`config.mk`:
```
export PLATFORM = sky130hd
export DESIGN_NAME = midi_note_ctrl_flat
export DESIGN_NICKNAME = d
export VERILOG_FILES = /design/src/rtl/midi_pkg.sv /design/src/rtl/midi_note_ctrl_if.sv /design/src/rtl/midi_note_rom.sv /design/src/rtl/midi_note_ctrl.sv /design/src/flat_wrapper.sv
export SDC_FILE = /design/constraint.sdc
export NUM_CORES = 1
export LEC_CHECK = 0
export ABC_AREA = 1
export BUFFER_PORTS_ARGS = -buffer_cell sky130_fd_sc_hd__buf_2
export CAP_MARGIN = 40
export CORE_ASPECT_RATIO = 0.5
export CORE_MARGIN = 1.5
export CORE_UTILIZATION = 30
export CTS_BUF_LIST = sky130_fd_sc_hd__clkbuf_4 sky130_fd_sc_hd__clkbuf_8
export DETAILED_ROUTE_END_ITERATION = 8
export PLACE_DENSITY_LB_ADDON = 0.25
export SLEW_MARGIN = 10
export SYNTH_ARGS = -nofsm -noshare
export SYNTH_HDL_FRONTEND = slang
export SYNTH_SLANG_ARGS = --single-unit
```
`constraint.sdc`:
```
create_clock -name int_clk -period 2.8 [get_ports int_clk]
set_input_delay 0.56 -clock int_clk [delete_from_list [all_inputs] [get_ports int_clk]]
set_output_delay 0.56 -clock int_clk [all_outputs]
set_load 0.03 [all_outputs]
```
`src/rtl/midi_pkg.sv`:
```
// midi_pkg: shared MIDI definitions for the note controller slice.
//   - status-nibble constants for the channel-voice message types
//   - controller numbers for the "all notes off" family
//   - parser state enum and internal note-action enum
//   - setpoint width and a helper that sizes channel-voice messages
// Optional feature elsewhere in the slice: MIDI_ALL_NOTES_OFF_EN.
package midi_pkg;

  localparam int SP_W = 22;

  localparam logic [3:0] NOTE_OFF = 4'h8;
  localparam logic [3:0] NOTE_ON  = 4'h9;
  localparam logic [3:0] CTRL     = 4'hB;
  localparam logic [3:0] PROG     = 4'hC;
  localparam logic [3:0] CHPRESS  = 4'hD;

  localparam logic [6:0] CC_ALL_SOUND_OFF = 7'd120;
  localparam logic [6:0] CC_ALL_NOTES_OFF = 7'd123;

  typedef enum logic [2:0] {
    IDLE,
    DATA1,
    DATA2,
    SKIP1,
    SKIP2
  } parse_state_t;

  typedef enum logic [1:0] {
    ACT_ON,
    ACT_OFF,
    ACT_ALL_OFF
  } note_act_t;

  // Program change and channel pressure carry a single data byte;
  // every other channel-voice message carries two.
  function automatic logic one_data_byte(input logic [3:0] kind);
    return (kind == PROG) || (kind == CHPRESS);
  endfunction

endpackage

```
`src/rtl/midi_note_ctrl_if.sv`:
```
// midi_note_ctrl_if: byte-stream input and voice outputs of one MIDI voice.
//   rx_data  [7:0]      received MIDI byte
//   rx_valid            one-cycle strobe, rx_data valid this cycle
//   enable              voice on
//   setpoint [SP_W-1:0] half-period in int_clk cycles
//   note     [6:0]      currently sounding note number
// Modports: master drives the byte stream, slave is the voice controller.
interface midi_note_ctrl_if;
  import midi_pkg::*;

  logic [7:0]      rx_data;
  logic            rx_valid;
  logic            enable;
  logic [SP_W-1:0] setpoint;
  logic [6:0]      note;

  modport master (
    output rx_data,
    output rx_valid,
    input  enable,
    input  setpoint,
    input  note
  );

  modport slave (
    input  rx_data,
    input  rx_valid,
    output enable,
    output setpoint,
    output note
  );

endinterface

```
`src/rtl/midi_note_rom.sv`:
```
// midi_note_rom: 128-entry note-number to half-period lookup.
//   int_clk        clock
//   addr  [6:0]    MIDI note number
//   data  [SP_W-1:0] round(CLK_HZ / (2 * f(addr))), registered (1-cycle latency)
// f(n) = 440 * 2^((n-69)/12). The table is built at elaboration from CLK_HZ,
// so the same ROM can be shared by other voices running off any clock.
module midi_note_rom
  import midi_pkg::*;
#(
  parameter int CLK_HZ = 50000000
) (
  input  logic            int_clk,
  input  logic [6:0]      addr,
  output logic [SP_W-1:0] data
);

  // Elaboration-time only; values saturate rather than wrap if a faster
  // clock ever pushes the lowest notes past the setpoint width.
  function automatic logic [SP_W-1:0] note_period(input int n);
    real freq;
    real period;
    int  rounded;
    freq   = 440.0 * $pow(2.0, (n - 69) / 12.0);
    period = CLK_HZ / (2.0 * freq);
    if (period >= 4194303.0) begin
      return '1;
    end
    rounded = $rtoi(period + 0.5);
    return rounded[SP_W-1:0];
  endfunction

  logic [SP_W-1:0] table_w [128];

  for (genvar i = 0; i < 128; i++) begin : g_entry
    localparam logic [SP_W-1:0] PERIOD = note_period(i);
    assign table_w[i] = PERIOD;
  end

  always_ff @(posedge int_clk) begin
    data <= table_w[addr];
  end

endmodule

```
`src/rtl/midi_note_ctrl.sv`:
```
// midi_note_ctrl: monophonic MIDI front end for one floppy voice.
//   int_clk   clock
//   rst       asynchronous, active-high reset
//   bus       midi_note_ctrl_if.slave
//               rx_data/rx_valid  received byte stream from the UART
//               enable            voice on (floppy enable)
//               setpoint          half-period in int_clk cycles
//               note              currently sounding note
// Parses channel-voice messages for CHANNEL with running status, applies
// note-on/off with last-note priority, and updates the outputs two edges
// after the edge that samples the final data byte.
// Optional: define MIDI_ALL_NOTES_OFF_EN so that CC 120/123 on CHANNEL
// silence the voice.
module midi_note_ctrl
  import midi_pkg::*;
#(
  parameter int CHANNEL  = 0,
  parameter int CLK_HZ   = 50000000,
  parameter int NOTE_MIN = 24,
  parameter int NOTE_MAX = 96
) (
  input  logic              int_clk,
  input  logic              rst,
  midi_note_ctrl_if.slave   bus
);

  localparam logic [3:0] CH    = CHANNEL[3:0];
  localparam logic [6:0] N_MIN = NOTE_MIN[6:0];
  localparam logic [6:0] N_MAX = NOTE_MAX[6:0];

  parse_state_t state;
  logic [7:0]   run_status;
  logic [6:0]   data1;

  // stage 0: decoded action, also the ROM address
  logic         act_valid;
  note_act_t    act_kind;
  logic [6:0]   act_note;

  // stage 1: aligned with the ROM output
  logic         s1_valid;
  note_act_t    s1_kind;
  logic [6:0]   s1_note;
  logic [SP_W-1:0] rom_data;

  logic [3:0]   kind;
  logic [6:0]   rx_low;

  assign kind   = run_status[7:4];
  assign rx_low = bus.rx_data[6:0];

  // True for statuses whose data bytes this voice must actually parse.
  function automatic logic tracked(input logic [7:0] status);
    logic hit;
    hit = (status[3:0] == CH) &&
          ((status[7:4] == NOTE_ON) || (status[7:4] == NOTE_OFF));
`ifdef MIDI_ALL_NOTES_OFF_EN
    if ((status[3:0] == CH) && (status[7:4] == CTRL)) begin
      hit = 1'b1;
    end
`endif
    return hit;
  endfunction

  // Parser. Running status holds the last channel-voice status (tracked or
  // not), so a bare data byte in IDLE restarts that message; 0 means none.
  // Status bytes always win, which is what aborts a partial message.
  always_ff @(posedge int_clk or posedge rst) begin
    if (rst) begin
      state      <= IDLE;
      run_status <= 8'h00;
      data1      <= 7'd0;
      act_valid  <= 1'b0;
      act_kind   <= ACT_ON;
      act_note   <= 7'd0;
    end else begin
      act_valid <= 1'b0;
      if (bus.rx_valid) begin
        if (bus.rx_data >= 8'hF8) begin
          state <= state;
        end else if (bus.rx_data >= 8'hF0) begin
          run_status <= 8'h00;
          state      <= IDLE;
        end else if (bus.rx_data[7]) begin
          run_status <= bus.rx_data;
          if (tracked(bus.rx_data)) begin
            state <= DATA1;
          end else if (one_data_byte(bus.rx_data[7:4])) begin
            state <= SKIP1;
          end else begin
            state <= SKIP2;
          end
        end else begin
          case (state)
            IDLE: begin
              if (run_status[7]) begin
                data1 <= rx_low;
                if (tracked(run_status)) begin
                  state <= DATA2;
                end else if (one_data_byte(kind)) begin
                  state <= IDLE;
                end else begin
                  state <= SKIP1;
                end
              end
            end
            DATA1: begin
              data1 <= rx_low;
              state <= DATA2;
            end
            DATA2: begin
              state    <= IDLE;
              act_note <= data1;
              if ((kind == NOTE_ON) && (rx_low != 7'd0)) begin
                if ((data1 >= N_MIN) && (data1 <= N_MAX)) begin
                  act_valid <= 1'b1;
                  act_kind  <= ACT_ON;
                end
              end else if ((kind == NOTE_ON) || (kind == NOTE_OFF)) begin
                act_valid <= 1'b1;
                act_kind  <= ACT_OFF;
              end
`ifdef MIDI_ALL_NOTES_OFF_EN
              else if ((kind == CTRL) &&
                       ((data1 == CC_ALL_SOUND_OFF) ||
                        (data1 == CC_ALL_NOTES_OFF))) begin
                act_valid <= 1'b1;
                act_kind  <= ACT_ALL_OFF;
              end
`endif
            end
            SKIP1:   state <= IDLE;
            SKIP2:   state <= SKIP1;
            default: state <= IDLE;
          endcase
        end
      end
    end
  end

  midi_note_rom #(
    .CLK_HZ (CLK_HZ)
  ) u_rom (
    .int_clk (int_clk),
    .addr    (act_note),
    .data    (rom_data)
  );

  // Action pipeline plus output register. The action travels alongside the
  // ROM read so note, setpoint and enable change on the same edge, and every
  // action follows the same path so ordering is preserved. Note-off is
  // matched against the registered outputs at apply time.
  always_ff @(posedge int_clk or posedge rst) begin
    if (rst) begin
      s1_valid     <= 1'b0;
      s1_kind      <= ACT_ON;
      s1_note      <= 7'd0;
      bus.enable   <= 1'b0;
      bus.setpoint <= {SP_W{1'b1}};
      bus.note     <= 7'd0;
    end else begin
      s1_valid <= act_valid;
      s1_kind  <= act_kind;
      s1_note  <= act_note;
      if (s1_valid) begin
        case (s1_kind)
          ACT_ON: begin
            bus.enable   <= 1'b1;
            bus.setpoint <= rom_data;
            bus.note     <= s1_note;
          end
          ACT_OFF: begin
            if (bus.enable && (bus.note == s1_note)) begin
              bus.enable <= 1'b0;
            end
          end
          ACT_ALL_OFF: bus.enable <= 1'b0;
          default:     bus.enable <= bus.enable;
        endcase
      end
    end
  end

endmodule

```
`src/flat_wrapper.sv`:
```
// flat-port wrapper written by rule: the top's interface ports become plain ports
module midi_note_ctrl_flat import midi_pkg::*;
#(
  parameter int CHANNEL  = 0,
  parameter int CLK_HZ   = 50000000,
  parameter int NOTE_MIN = 24,
  parameter int NOTE_MAX = 96
)
  (int_clk, rst, bus_rx_data, bus_rx_valid, bus_enable, bus_setpoint, bus_note);
  midi_note_ctrl_if bus_i ();
  input  logic int_clk;
  input  logic rst;
  input wire logic [$bits(bus_i.rx_data)-1:0] bus_rx_data;
  input wire logic [$bits(bus_i.rx_valid)-1:0] bus_rx_valid;
  output wire logic [$bits(bus_i.enable)-1:0] bus_enable;
  output wire logic [$bits(bus_i.setpoint)-1:0] bus_setpoint;
  output wire logic [$bits(bus_i.note)-1:0] bus_note;
  assign bus_i.rx_data = bus_rx_data;
  assign bus_i.rx_valid = bus_rx_valid;
  assign bus_enable = bus_i.enable;
  assign bus_setpoint = bus_i.setpoint;
  assign bus_note = bus_i.note;
  midi_note_ctrl #(.CHANNEL(CHANNEL), .CLK_HZ(CLK_HZ), .NOTE_MIN(NOTE_MIN), .NOTE_MAX(NOTE_MAX)) u_core (.int_clk(int_clk), .rst(rst), .bus(bus_i));
endmodule
```
==> impl_metrics.csv <==
group,metric,value,unit
critical_path,crit_type,"flop to flop",
job,cap_violations,0,
clocking,cts_tree,"done",
route,vias,5810,
yosys,yosysWarningCount,0,
sta,setup-tns-final,0,ps
yosys,synth_area_leaders,"nand2_1, dfrtp_1, nand3_1, dfstp_2, dfxtp_1",
clocking,path_clk_slew,90,ps
sta,hold_viol,0,
sta,tightest_slew,708,ps
yosys,synth.largest_area_cell,"nand2_1",
route,viasPerCell,5.04,
sta,finalSetupViolations,0,
final_layout,drive_gt1_share,17.8,%
final_layout,layout_commonest_cell,"nand2_1",
critical_path,worstSetupEndpointType,"flop",
floorplanning,die_w,199,µm
sta,fmax,435,MHz
sta,relSlewSlack,52.8,%
global_routing,first_global_vias,5529,
place,io_buffers,40,
route,drt_pre_antenna_iters,5,
global_routing,grt_antenna_before_repair,0,
global_routing,grt_overflow,0,
clocking,clkSinkCount,88,
clocking,cts_setup_buffers,0,
place,postPlaceCellArea,6220,µm²
sta,fin_crit,2300,ps
final_layout,layout_common_cells,"nand2_1, nand3_1, inv_1",
sta,finalCritPeriodShare,82.1,%
clocking,cts-root-buf,"clkbuf_8",
outcome,status,"finished, final reports clean",
floorplanning,core,18600,µm²
power_and_ir_drop,vdd_drop_max,496,µV
yosys,ys_types,34,
final_layout,multi_input_area,3140,µm²
route,wl_per_cell,16.1,µm
final_layout,n_fill_cell,2048,
clocking,cts_resized,0,
clocking,ctsHoldBuffers,0,
yosys,syn_area_per_cell,6.74,µm²
final_layout,syn2layout_area_growth,11.8,%
critical_path,slowest_delay,520,ps
route,drt_iter0_markers,727,
yosys,synthesis.area,5750,µm²
sta,fin_skew,9.04,ps
yosys,yosysSeqAreaShare,36.8,%
critical_path,cp.arrival,2570,ps
power_and_ir_drop,powerDensity,1430,nW/µm²
final_layout,register_area,2120,µm²
floorplanning,die_h,101,µm
sta,layout_setup_ws,500,ps
yosys,synthesis.nets,875,
critical_path,cp_max_fo,10,
sta,slew_viol_final,0,
clocking,worstSkewPairLatency,380,ps
yosys,netlist_instances,854,
yosys,synth_seq_cells,88,
final_layout,post-route-util,34.6,%
clocking,cts_made_buffers,9,
global_routing,grt_max_degree,68,
power_and_ir_drop,cellLeakagePower,3.40,nW
yosys,yosys.area.top_type_share,21.2,%
route,drc,0,
critical_path,cp_common_cell,"nand2_1",
route,drt_wl_total,18.5,mm
critical_path,cp_data_required_time,3070,ps
sta,rsz0062_at_grt,"no",
critical_path,critPathSlowestCell,"dfrtp_1",
critical_path,crit_chain,"inv_1, ha_1, nand2_2, nand3_1, nand3_1, nand2_1, inv_1, nand2_1, nand2_1, nand2_1",
sta,hold_ws,83.2,ps
final_layout,nNetsFinal,909,
global_routing,grt_pass1_wl,29.9,mm
route,antenna_left,0,
place,dp_hpwl,13.4,mm
floorplanning,start_util,30.9,%
floorplanning,num_rows,35,
floorplanning,io_pins,41,
clocking,cts_max_level,3,
clocking,clockBufferDepth,2,
final_layout,design_area,6430,µm²
final_layout,antenna-diode-count,0,
global_routing,gr-usage-all-layers,19.6,%
place,pre_cts_slack,552,ps
critical_path,start_kind,"flop",
hold_path,hold_path.class,"input pin to async pin",
place,gp_congestion,0.965,
floorplanning,die-area,20100,µm²
[cell families after synthesis]
family | share of synthesized area (%)
mux | 4.31
simple gates | 42.0
buf+inv | 8.57
fa+ha+maj | 2.17
flops | 36.8
compound gates | 6.09
[final timing paths]
check,from,to,slack [ps],cells after the start
setup / recovery,u_core.act_note[0]$_DFFE_PP0P_,u_core.u_rom.data[12]$_DFF_P_,500,10
hold / removal,rst,u_core.run_status[2]$_DFFE_PP0P_,80,2
setup reg to reg,u_core.act_note[0]$_DFFE_PP0P_,u_core.u_rom.data[12]$_DFF_P_,500,10
hold reg to reg,u_core.act_valid$_DFF_PP0_,u_core.s1_valid$_DFF_PP0_,360,0
max in group asynchronous,rst,u_core.bus.setpoint[8]$_DFFE_PP1P_,2070,3
min in group int_clk,u_core.act_valid$_DFF_PP0_,u_core.s1_valid$_DFF_PP0_,360,0
[worst max-delay path: cells and delay by family (launching register included)]
kind / cells / cell delay, ps
fa+ha+maj: 1 / 460
buf+inv: 2 / 320
simple gates: 7 / 890
flops: 1 / 520
[state kept, by name, indices dropped and copies added, names as in the netlist]
register,count
u_core.run_status,8
u_core.act_note,7
u_core.act_kind,1
u_core.bus.note,7
u_core.data1,7
u_core.bus.setpoint,22
u_core.s1_kind,1
u_core.state,3
u_core.s1_valid,1
u_core.bus.enable,1
u_core.act_valid,1
u_core.u_rom.data,22
u_core.s1_note,7
[area by class of cell]
cell class / instances / share of cell area [%]
clock buffers: 12 / 2.47
clock inverters: 4 / 0.798
inverters: 73 / 4.26
multi-input cells: 656 / 48.8
flip-flops and latches: 88 / 33.0
well taps: 259 / 5.04
repair buffers: 60 / 5.64
[metrics by stage]
step                std cells  power (mW)
detailed placement       1136        8.16
floorplan                 854        6.54
finish                   1152        9.19
global placement         1136        8.20
CTS                      1152        9.15
global route             1152        10.0
[routing by layer]
layer	GRT usage, %	wire length, µm	vias up
li1	-	-	2816
met2	29.5	7760	267
met5	0	0	-
met3	4.95	1470	38
met1	27.3	8850	2689
met4	6.47	447	0
[cells in the mapped netlist]
library cell  count
a21boi_0          1
a21oi_1          22
a21oi_2           1
buf_1             3
buf_2            16
buf_4             8
buf_6             4
clkbuf_1          6
clkinv_1          2
dfrtp_1          44
dfstp_2          22
dfxtp_1          22
ha_1             10
inv_1            64
inv_2             7
mux2_2           22
nand2_1         325
nand2_2          12
nand2_4           1
nand3_1         149
nand3_2           4
nand3b_1          2
nand4_1           5
nor2_1           47
nor2_2            3
nor2_4            2
nor3_1            2
nor3_2            2
o2111ai_1         1
o211ai_1          5
o21a_1            1
o21ai_0          31
o21ai_1           3
or2_2             5
[where the power goes]
part	total, mW	internal, mW	leakage [nW]	switching, mW
Clock	0.956	0.473	0.106	0.483
Combinational	6.07	1.81	2.33	4.26
Sequential	2.17	1.90	0.960	0.265
(Power assumes the default switching activity.)
